### src/rtl/if_prefetch.sv
// Instruction-fetch prefetch queue: a 4-entry FIFO of {PC, instruction} pairs fed from a combinational-read IMEM.
// Optional PREFETCH_STATS_EN adds saturating pop (FetchCount) and redirect (FlushCount) counters.
module if_prefetch (
    input  logic        Clk,
    input  logic        Reset,
    output logic [31:0] IMemAddr,
    input  logic [31:0] IMemData,
    input  logic        Redirect,
    input  logic [31:0] RedirectPC,
    input  logic        InstrReady,
    output logic        InstrValid,
    output logic [31:0] InstrOut,
    output logic [31:0] PCOut,
    output logic [31:0] PCPlus4,
`ifdef PREFETCH_STATS_EN
    output logic [31:0] FetchCount,
    output logic [15:0] FlushCount,
`endif
    output logic [2:0]  QueueCount
);

    logic [31:0] pc_q   [4];
    logic [31:0] instr_q[4];
    logic [1:0]  head;
    logic [1:0]  tail;
    logic [2:0]  count;
    logic [31:0] fetch_pc;
    logic        pop;
    logic        push;

    assign pop  = (count != 3'd0) & InstrReady & ~Redirect;
    assign push = ~Redirect & ((count < 3'd4) | pop);

    always_ff @(posedge Clk) begin
        if (Reset) begin
            head     <= 2'd0;
            tail     <= 2'd0;
            count    <= 3'd0;
            fetch_pc <= 32'h0;
        end else if (Redirect) begin
            head     <= 2'd0;
            tail     <= 2'd0;
            count    <= 3'd0;
            fetch_pc <= {RedirectPC[31:2], 2'b00};
        end else begin
            if (push) begin
                tail     <= tail + 2'd1;
                fetch_pc <= fetch_pc + 32'd4;
            end
            if (pop)
                head <= head + 2'd1;
            // Simultaneous push and pop leaves the occupancy unchanged.
            if (push && !pop)
                count <= count + 3'd1;
            else if (pop && !push)
                count <= count - 3'd1;
        end
    end

    // Storage needs no reset; occupancy gates everything visible.
    always_ff @(posedge Clk) begin
        if (!Reset && push) begin
            pc_q[tail]    <= fetch_pc;
            instr_q[tail] <= IMemData;
        end
    end

    assign IMemAddr   = fetch_pc;
    assign QueueCount = count;
    assign InstrValid = (count != 3'd0);
    assign InstrOut   = InstrValid ? instr_q[head] : 32'h0;
    assign PCOut      = InstrValid ? pc_q[head] : 32'h0;
    assign PCPlus4    = InstrValid ? pc_q[head] + 32'd4 : 32'h0;

`ifdef PREFETCH_STATS_EN
    always_ff @(posedge Clk) begin
        if (Reset) begin
            FetchCount <= 32'h0;
            FlushCount <= 16'h0;
        end else begin
            if (pop && FetchCount != 32'hFFFF_FFFF)
                FetchCount <= FetchCount + 32'd1;
            if (Redirect && FlushCount != 16'hFFFF)
                FlushCount <= FlushCount + 16'd1;
        end
    end
`endif

endmodule

### config.mk
export PLATFORM = sky130hd
export DESIGN_NAME = if_prefetch
export DESIGN_NICKNAME = d
export VERILOG_FILES = /design/src/rtl/if_prefetch.sv
export SDC_FILE = /design/constraint.sdc
export NUM_CORES = 1
export LEC_CHECK = 0
export BUFFER_PORTS_ARGS = -buffer_cell sky130_fd_sc_hd__buf_2
export CAP_MARGIN = 15
export CELL_PAD_IN_SITES_DETAIL_PLACEMENT = 2
export CELL_PAD_IN_SITES_GLOBAL_PLACEMENT = 2
export CORE_MARGIN = 4
export CORE_UTILIZATION = 42
export DETAILED_ROUTE_END_ITERATION = 8
export GPL_ROUTABILITY_DRIVEN = 0
export GPL_TIMING_DRIVEN = 0
export PLACE_DENSITY_LB_ADDON = 0.05
export SLEW_MARGIN = 15
export SYNTH_ARGS = -nofsm -noshare
export SYNTH_HDL_FRONTEND = slang
export SYNTH_SLANG_ARGS = --single-unit
### constraint.sdc
create_clock -name Clk -period 5.3 [get_ports Clk]
set_clock_uncertainty 0.1 [all_clocks]
set_input_delay 0.795 -clock Clk [delete_from_list [all_inputs] [get_ports Clk]]
set_output_delay 0.795 -clock Clk [all_outputs]
set_load 0.1 [all_outputs]
==> results.py, run 1 <==
metrics = {
    "status": {
        "status": "finished clean",
    },
    "clock_tree": {
        "cts.clk_slew.worst_paths_ps": 60,
        "post_cts_buffers": 0,
        "clk_path_buf_depth": 3,
        "cts_hold_buf": 0,
        "clock_sinks": 287,
        "cts-htree-levels": 2,
        "cts-buffers-inserted": 34,
        "post_cts_resized": 0,
        "insertion_delay_ps": 500,
        "cts_tree": "built",
        "cts_root_buffer": "clkbuf_16",
    },
    "timing": {
        "final_max_slew_viol_count": 0,
        "rsz0062_at_grt": "false",
        "fin_crit_ps": 4635,
        "relSlewSlack": 0.2194,
        "fin_crit_sh": 0.8746,
        "hold_violations": 0,
        "tns_ps": 0,
        "worstMarginPinSlew_ps": 1162,
        "setup_viol": 0,
        "fmax_mhz": 215.7,
    },
    "critical_path": {
        "r2r_slack_ps": 1990,
        "cp_slowest_cell": "nor3_1",
        "reg2reg_from": "QueueCount[2]$_SDFFE_PP0P_",
        "crit_chain": "clkbuf_1 > nor3_1 > inv_1 > clkbuf_1 > clkbuf_1 > and2_1 > buf_2",
        "endpoint_kind": "output port",
        "worstPathRequired_ps": 4410,
        "crit_top_cell": "clkbuf_1",
        "slowest_delay_ps": 980,
        "critPathMaxFanout": 10,
        "reg2reg_depth": 10,
        "worstSetupPathType": "flip-flop to output port",
        "crit_buf_inv": 5,
        "path_delay_family": "buffers and inverters",
        "critical_path_arrival_ps": 3740,
        "r2r_end": "QueueCount[2]$_SDFFE_PP0P_",
        "start_kind": "flip-flop",
    },
    "grt": {
        "grt_max_degree": 46,
        "track_usage": 0.2236,
        "grt_pass1_wl_mm": 56.03,
        "overflow": 0,
        "grt_pass1_vias": 8921,
        "antenna_found_initial": 0,
    },
    "yosys": {
        "ys.flop_type": "edfxtp_1",
        "synth.most_common_cell": "edfxtp_1",
        "yosysSeqAreaShare": 0.6616,
        "syn_area_mm2": 0.01244,
        "yosys-top-cells-count": "edfxtp_1 (248), and2_1 (67), nor2_1 (53)",
        "netlist_instances": 793,
        "synth_edf_count": 248,
        "synth_top_area_cell": "edfxtp_1",
        "ys_types": 53,
        "yosys_warnings": 0,
        "synth_top_cell_area_share": 0.5988,
        "synth_seq_cells": 287,
        "synthTopCellsByArea": "edfxtp_1 (60%), mux4_2 (8.7%), dfxtp_1 (6.3%)",
        "synth-async-reset-ratio": 0,
        "syn_avg_cell_area_um2": 15.68,
    },
    "power_and_ir_drop": {
        "clkPwrFrac": 0.388,
        "p_int_mw": 4.192,
        "peakVddDrop_mv": 0.1636,
        "netSwitchingPower_mw": 1.877,
        "comb_power_share": 0.186,
        "p_sw_frac": 0.3093,
        "power_per_cell_area_mw_per_mm2": 401.1,
        "p_leak_nw": 5.436,
        "seqPwrFrac": 0.426,
        "total_power_mw": 6.069,
    },
    "min_path": {
        "hold_start": "IMemData[6]",
        "hold_depth": 1,
        "hold_end": "instr_q[0][6]$_DFFE_PP_",
        "worstHoldPathType": "input pin to flip-flop",
    },
    "die": {
        "core-area_mm2": 0.02894,
        "pin_count": 200,
        "start_util": 0.4298,
        "core.rowCount": 62,
        "die-area_mm2": 0.03243,
        "dieWidth_um": 180.1,
        "die_y_um": 180.1,
    },
    "routing": {
        "ant_nets": 0,
        "drc": 0,
        "detail_route.wl_per_cell_um": 25.38,
        "vias_per_cell": 5.427,
        "drt_iter0_drc": 458,
        "num_vias": 7782,
        "drt_pass1_iterations": 4,
        "totalWireLength_mm": 36.39,
    },
    "placed_design": {
        "dp_hpwl_mm": 25.48,
        "place.port_buffers": 191,
    },
    "layout": {
        "multi_input_area_mm2": 0.003913,
        "nets": 1105,
        "register_area_mm2": 0.008228,
        "area_growth_pct": 21.66,
        "nFillCells": 2729,
        "layout-drive-gt1-share": 0.3181,
        "antennaDiodeCount": 0,
    },
    "job": {
        "drv_cap": 0,
    },
}
==> layer usage <==
metal / up-vias / track usage / share of wire
li1: 3526 / - / -
met1: 3989 / 0.2878 / 0.42
met2: 213 / 0.4008 / 0.52
met3: 54 / 0.03250 / 0.037
met4: 0 / 0.05626 / 0.021
met5: - / 0 / 0
==> state kept, by name, indices dropped and copies added (netlist names), named ones only <==
| name | cells |
|---|---|
| pc_q | 120 |
| head | 2 |
| IMemAddr | 30 |
| QueueCount | 3 |
| instr_q | 128 |
| tail | 2 |
==> power by group through the flow <==
stage	Clock [mW]	Sequential, mW	Combinational [mW]
finish	2.36	2.59	1.13
global route	2.52	2.59	1.17
global placement	0	2.63	1.11
floorplan	0	2.74	0.767
detailed placement	0	2.63	1.13
CTS	2.42	2.59	1.14
==> cells by family after synthesis <==
logic type | Yosys count | share of synthesized area
XOR/XNOR | 35 | 0.02465
adder cells (fa/ha/maj) | 8 | 0.008652
flip-flops | 287 | 0.6616
buffers and inverters | 64 | 0.02696
other | 1 | 0.0003015
AO/OA/AOI/OAI | 68 | 0.03722
multiplexers | 79 | 0.1310
AND/OR/NAND/NOR | 251 | 0.1097
==> final cells by class <==
cell class | instances | share of cell area
clock inverters | 15 | 0.01331
repair buffers | 195 | 0.06946
clock buffers | 42 | 0.06094
multi-input cells | 447 | 0.2586
well taps | 384 | 0.03175
plain buffers | 46 | 0.01770
flip-flops and latches | 287 | 0.5438
inverters | 18 | 0.004465
==> placed cells by master (no fill, tap or decap), drive strengths merged, types with 4 or more instances in the layout <==
cell type	n
conb	6
ha	7
nor2	53
o21ai	12
a21oi	18
or4	5
mux2	11
clkinv	9
and3	11
clkbuf	67
inv	18
mux2i	7
bufinv	5
and4	9
mux4	61
dfxtp	39
edfxtp	248
and2	68
nand4	10
buf	216
xnor2	22
or3	6
xor2	13
nand3	21
nor4	6
a211oi	18
nor3	22
nand2	37
o31ai	4
==> stage by stage <==
stage	instances	hold slack, ps	instance area (µm²)	setup WS (ps)	util
floorplan	798	384.7	12460	863.1	-
global placement	1373	413.5	13890	365.5	0.4801
detailed placement	1377	473.1	14010	1072	0.4841
CTS	1434	385.1	15130	515.9	0.5229
global route	1434	388.7	15130	403.5	0.5229
finish	1434	411.0	15130	664.9	0.5229
==> worst max path at each step <==
stage / from / endpoint / slack [ps] / cells after the start
3_3_place_gp: Redirect / instr_q[1][18]$_DFFE_PP_ / 370 / 5
3_5_place_dp: QueueCount[2]$_SDFFE_PP0P_ / InstrOut[17] / 1070 / 7
5_1_grt: QueueCount[2]$_SDFFE_PP0P_ / InstrOut[17] / 400 / 7
4_1_cts: QueueCount[2]$_SDFFE_PP0P_ / InstrOut[17] / 520 / 7
6_report: QueueCount[2]$_SDFFE_PP0P_ / InstrOut[17] / 660 / 7
2_1_floorplan: QueueCount[2]$_SDFFE_PP0P_ / PCPlus4[18] / 860 / 7
(Power assumes the default switching activity.)
==> run 2, diff against run 1 <==
Settings changed: CORE_UTILIZATION 42 to 40.
Clock period 5.3 ns to 4.85 ns, I/O delays scaled along.
==> run 2 against run 1 <==
Effect of this change: non-clock buffer count did not move; via count grew 0.36%; largest cell class unchanged; register-to-register slack worse by 40 ps; sequential cell count is the same; global-route usage down 1.0 points; combinational power rose by 9%; hold slack got worse by 67 ps; sequential power increased by 8.9%; critical path depth did not move; clock-buffer cell count rose by 2; setup slack worse by 180 ps; critical endpoint is now InstrOut[10]; cell count grew 0.98%.
==> results.py, run 2 (synthesis results as in run 1) <==
metrics = {
    "status": {
        "status": "finished clean",
    },
    "grt": {
        "overflow": 0,
        "antenna_found_initial": 0,
        "grt_pass1_vias": 8923,
        "track_usage": 0.2136,
        "grt_max_degree": 48,
        "grt_pass1_wl_mm": 55.03,
    },
    "clock_tree": {
        "post_cts_buffers": 0,
        "cts_hold_buf": 0,
        "cts.clk_slew.worst_paths_ps": 60,
        "post_cts_resized": 0,
        "insertion_delay_ps": 500,
        "cts-buffers-inserted": 34,
        "clock_sinks": 287,
        "cts-htree-levels": 2,
        "cts_tree": "built",
        "clk_path_buf_depth": 3,
        "cts_root_buffer": "clkbuf_16",
    },
    "critical_path": {
        "reg2reg_from": "QueueCount[2]$_SDFFE_PP0P_",
        "endpoint_kind": "output port",
        "critPathMaxFanout": 10,
        "critical_path_arrival_ps": 3540,
        "worstSetupPathType": "flip-flop to output port",
        "path_delay_family": "buffers and inverters",
        "crit_top_cell": "clkbuf_1",
        "start_kind": "flip-flop",
        "crit_path_start": "QueueCount[2]$_SDFFE_PP0P_",
        "slowest_delay_ps": 580,
        "crit_buf_inv": 5,
        "r2r_slack_ps": 1950,
        "worstPathRequired_ps": 4020,
        "crit_chain": "clkbuf_1 > nor3_2 > inv_1 > clkbuf_1 > clkbuf_1 > and2_1 > buf_2",
        "cp_slowest_cell": "clkbuf_1",
    },
    "die": {
        "dieWidth_um": 184.3,
        "core-area_mm2": 0.03067,
        "pin_count": 200,
        "start_util": 0.4055,
        "core.rowCount": 64,
        "die-area_mm2": 0.03398,
        "die_y_um": 184.3,
    },
    "job": {
        "drv_cap": 0,
    },
    "min_path": {
        "hold_start": "IMemData[20]",
        "worstHoldPathType": "input pin to flip-flop",
    },
    "layout": {
        "layout_commonest_cell": "edfxtp_1",
        "nets": 1105,
        "final_cell_mix": "edfxtp_1 (248), buf_2 (197), and2_1 (67)",
        "register_area_mm2": 0.008228,
        "nFillCells": 2957,
        "layout-drive-gt1-share": 0.3165,
        "largest_reg_flops": 128,
        "instances_no_fill": 1448,
        "area_growth_pct": 21.72,
        "multi_input_area_mm2": 0.003918,
        "antennaDiodeCount": 0,
        "top_register": "instr_q",
        "post-route-util": 0.4936,
    },
    "power_and_ir_drop": {
        "peakVddDrop_mv": 0.2766,
        "p_leak_nw": 5.425,
        "power_per_cell_area_mw_per_mm2": 432.5,
        "total_power_mw": 6.547,
    },
    "timing": {
        "fmax_mhz": 229.1,
        "tns_ps": 0,
        "worstMarginPinSlew_ps": 869.2,
        "fin_ws_ps": 486.0,
        "rsz0062_at_grt": "false",
        "final_max_slew_viol_count": 0,
        "hold_violations": 0,
        "fin_crit_sh": 0.8998,
        "fin_crit_ps": 4364,
        "relSlewSlack": 0.4194,
        "setup_viol": 0,
    },
    "placed_design": {
        "dp_slack_ps": 679.6,
        "dp_cells": 1389,
        "place.port_buffers": 191,
        "dp_hpwl_mm": 25.27,
    },
    "routing": {
        "num_vias": 7810,
        "drt_iter0_drc": 391,
        "drt_pass1_iterations": 4,
        "drc": 0,
        "vias_per_cell": 5.394,
        "detail_route.wl_per_cell_um": 25.00,
        "totalWireLength_mm": 36.19,
        "ant_nets": 0,
    },
}
## run 2: cell count changes in the layout (fill, tap and decap cells not counted), sizes merged
cell / previous run / this run
clkinvlp: 1 / 2
clkinv: 9 / 11
bufinv: 5 / 2
clkbuf: 67 / 69
## run 2: per-layer routing
layer	global-route usage	vias up	part of all wire
li1	-	3539	-
met1	0.2617	4012	0.40
met2	0.3870	212	0.52
met3	0.04184	47	0.048
met4	0.05590	0	0.023
met5	0	-	0
## run 2: metrics by stage
| stage | area, µm² | hold slack, ps |
|---|---|---|
| 2_1_floorplan | 12460 | 384.7 |
| 6_report | 15140 | 344.5 |
| 3_5_place_dp | 14040 | 431.6 |
| 4_1_cts | 15130 | 313.2 |
| 3_3_place_gp | 13910 | 413.4 |
| 5_1_grt | 15140 | 315.7 |
## run 2: final timing paths
path	cells after the start	to
setup / recovery	7	InstrOut[10]
hold / removal	1	instr_q[3][20]$_DFFE_PP_
setup reg to reg	10	QueueCount[2]$_SDFFE_PP0P_
hold reg to reg	2	flip-flop
## run 2: power breakdown
| group | switching, mW | internal, mW | total [mW] |
|---|---|---|---|
| Sequential | 0.0648 | 2.76 | 2.82 |
| Clock | 0.976 | 1.52 | 2.49 |
| Combinational | 1.02 | 0.215 | 1.23 |
| Total | 2.06 | 4.49 | 6.55 |
## run 2: layout make-up
| type | count | share of cell area |
|---|---|---|
| clock inverters | 15 | 0.008182 |
| flip-flops and latches | 287 | 0.5435 |
| clock buffers | 44 | 0.06422 |
| inverters | 18 | 0.004463 |
| multi-input cells | 447 | 0.2588 |
| plain buffers | 46 | 0.01769 |
| well taps | 396 | 0.03273 |
| repair buffers | 195 | 0.07042 |
## run 2: worst register-to-register path, stage by stage, from the launching register on
cell and delay [ps]:
dfxtp_1 330, clkbuf_1 250, nor3_2 630, nor2_1 190
inv_1 100, ha_1 190, inv_1 60, fa_1 370
xor2_1 160, or3_1 310, a21oi_1 140
==> run 3, diff against run 2 <==
Settings changed: ABC_AREA from default to 1, CORE_UTILIZATION 40 to 35.
==> run 3 against run 2 <==
Effect of this change: first-iteration DRC count is 54% higher; clock-buffer cell count grew 6; sequential share of layout area down 5.0 points; highest routed layer unchanged; routed wire length up 43%; combinational power rose by 6%; synthesized cell count rose by 90%; clock power about the same; global-route usage up 2.9 points; hold slack worse by 25 ps; cell count grew 58%; register-to-register slack lost 520 ps; utilization decreased by 6.1 points.
==> results.py, run 3 <==
metrics = {
    "timing": {
        "worstMarginPinSlew_ps": 917.5,
        "hold_violations": 0,
        "tns_ps": 0,
        "fin_crit_ps": 4372,
        "setup_viol": 0,
        "relSlewSlack": 0.3884,
        "rsz0062_at_grt": "false",
        "fin_crit_sh": 0.9014,
        "fmax_mhz": 228.7,
        "final_max_slew_viol_count": 0,
    },
    "layout": {
        "nets": 1825,
        "top_register": "instr_q",
        "instances_no_fill": 2291,
        "antennaDiodeCount": 0,
        "layout-drive-gt1-share": 0.1760,
        "largest_reg_flops": 128,
        "final_cell_mix": "nand2_1 (439), nor2_1 (256), edfxtp_1 (248)",
        "nFillCells": 4326,
        "layout_commonest_cell": "nand2_1",
        "area_growth_pct": 22.24,
    },
    "die": {
        "dieWidth_um": 205.5,
        "die-area_mm2": 0.04221,
        "pin_count": 200,
        "start_util": 0.3539,
        "die_y_um": 205.5,
        "core-area_mm2": 0.03856,
        "core.rowCount": 72,
    },
    "critical_path": {
        "critPathMaxFanout": 10,
        "start_kind": "flip-flop",
        "worstPathRequired_ps": 4020,
        "endpoint_kind": "output port",
        "reg2reg_from": "QueueCount[0]$_SDFFE_PP0P_",
        "critical_path_arrival_ps": 3540,
        "worstSetupPathType": "flip-flop to output port",
    },
    "routing": {
        "top_layer": "met4",
        "route.met2.wl_mm": 25.20,
        "drc": 0,
        "totalWireLength_mm": 51.88,
        "drt_pass1_iterations": 5,
        "wl_met1_mm": 23.65,
        "ant_nets": 0,
        "detail_route.wl_per_cell_um": 22.65,
        "num_vias": 11960,
        "wl_met3_mm": 2.108,
        "vias_per_cell": 5.220,
        "drt_iter0_drc": 601,
    },
    "yosys": {
        "netlist_instances": 1505,
        "synth-async-reset-ratio": 0,
        "synth_edf_count": 248,
        "yosys-top-cells-count": "nand2_1 (439), nor2_1 (260), edfxtp_1 (248)",
        "syn_avg_cell_area_um2": 9.067,
        "synth_top_area_cell": "edfxtp_1",
        "ys_types": 41,
        "synth_top_cell_area_share": 0.5458,
        "synthTopCellsByArea": "edfxtp_1 (55%), nand2_1 (12%), nor2_1 (7.2%)",
        "yosysSeqAreaShare": 0.6030,
        "synth.most_common_cell": "nand2_1",
        "synth_seq_cells": 287,
        "yosys_warnings": 0,
        "syn_area_mm2": 0.01365,
        "ys.flop_type": "edfxtp_1",
    },
    "grt": {
        "overflow": 0,
        "antenna_found_initial": 0,
        "grt_max_degree": 23,
        "grt_pass1_wl_mm": 77.59,
        "grt_pass1_vias": 12950,
        "track_usage": 0.2426,
    },
    "clock_tree": {
        "insertion_delay_ps": 520,
        "clk_path_buf_depth": 3,
        "post_cts_buffers": 0,
        "post_cts_resized": 0,
        "cts.clk_slew.worst_paths_ps": 60,
        "cts-buffers-inserted": 34,
        "cts_tree": "built",
        "cts_hold_buf": 0,
        "cts-htree-levels": 2,
        "cts_root_buffer": "clkbuf_16",
        "clock_sinks": 287,
    },
    "status": {
        "status": "finished clean",
    },
    "placed_design": {
        "dp_cells": 2231,
        "dp_hpwl_mm": 37.92,
        "place.port_buffers": 191,
    },
    "power_and_ir_drop": {
        "total_power_mw": 6.637,
        "power_per_cell_area_mw_per_mm2": 397.9,
        "peakVddDrop_mv": 0.2876,
        "p_leak_nw": 6.848,
    },
    "min_path": {
        "hold_start": "IMemData[13]",
        "worstHoldPathType": "input pin to flip-flop",
    },
    "job": {
        "drv_cap": 0,
    },
}
==> run 3: path summary, 6_finish.rpt <==
check	end	depth (start not counted)	slack (ps)
worst max register to register	instr_q[3][29]$_DFFE_PP_	11	1430
worst max-delay path	PCPlus4[24]	16	480
worst min-delay path	instr_q[0][13]$_DFFE_PP_	1	320
worst min register to register	head[1]$_SDFFE_PP0P_	2	380
==> run 3: power by group <==
| part | switching [mW] | internal (mW) | leakage [nW] |
|---|---|---|---|
| clock | 1.01 | 1.51 | 0.525 |
| sequential | 0.0714 | 2.75 | 2.61 |
| combinational | 1.10 | 0.201 | 3.72 |
==> run 3: cell families (layout without fill, tap and decap cells) <==
family,after synthesis,in the layout,share of synthesized area
buffers and inverters,156,419,0.05245
flip-flops,287,287,0.6030
AND/OR/NAND/NOR,842,842,0.2509
other,1,6,0.0002748
XOR/XNOR,4,4,0.002568
AO/OA/AOI/OAI,207,207,0.08298
adder cells (fa/ha/maj),8,8,0.007885
==> run 3: critical path: stages, from the launching register on <==
cell,delay (ps)
dfxtp_1,310
buf_6,140
inv_6,80
buf_4,200
buf_2,360
o211ai_1,130
nand2_1,190
ha_1,210
nand2_1,80
nor2_2,180
nand2_1,160
nor2_2,240
nand2_1,80
nand2_1,60
inv_1,40
nor2_1,100
buf_2,440
==> run 3: through the flow <==
stage                     hold WS (ps)    util  instance area, µm²  setup slack [ps]
after floorplan                  335.7       -               13660            -276.1
after global placement           356.3  0.3960               15270             -3206
after detailed placement         371.7  0.4044               15590             984.0
after CTS                        289.6  0.4326               16680             453.8
after global routing             294.7  0.4326               16680             225.4
final                            319.2  0.4326               16680             478.2
==> run 3: area by class of cell <==
class	instances	area, µm²	area share
Sequential cell	287	8228	0.4932
Multi-Input combinational cell	1067	4751	0.2848
Timing Repair Buffer	203	1249	0.07486
Clock buffer	50	973.4	0.05836
Tap cell	518	648.1	0.03885
Buffer	72	395.4	0.02370
Inverter	84	320.3	0.01920
Clock inverter	10	116.4	0.006976
==> run 3: layer usage <==
layer / vias to the layer above / track usage
met3: 72 / 0.02979
met5: - / 0
met2: 268 / 0.4156
met4: 0 / 0.05766
met1: 6083 / 0.3306
li1: 5536 / -
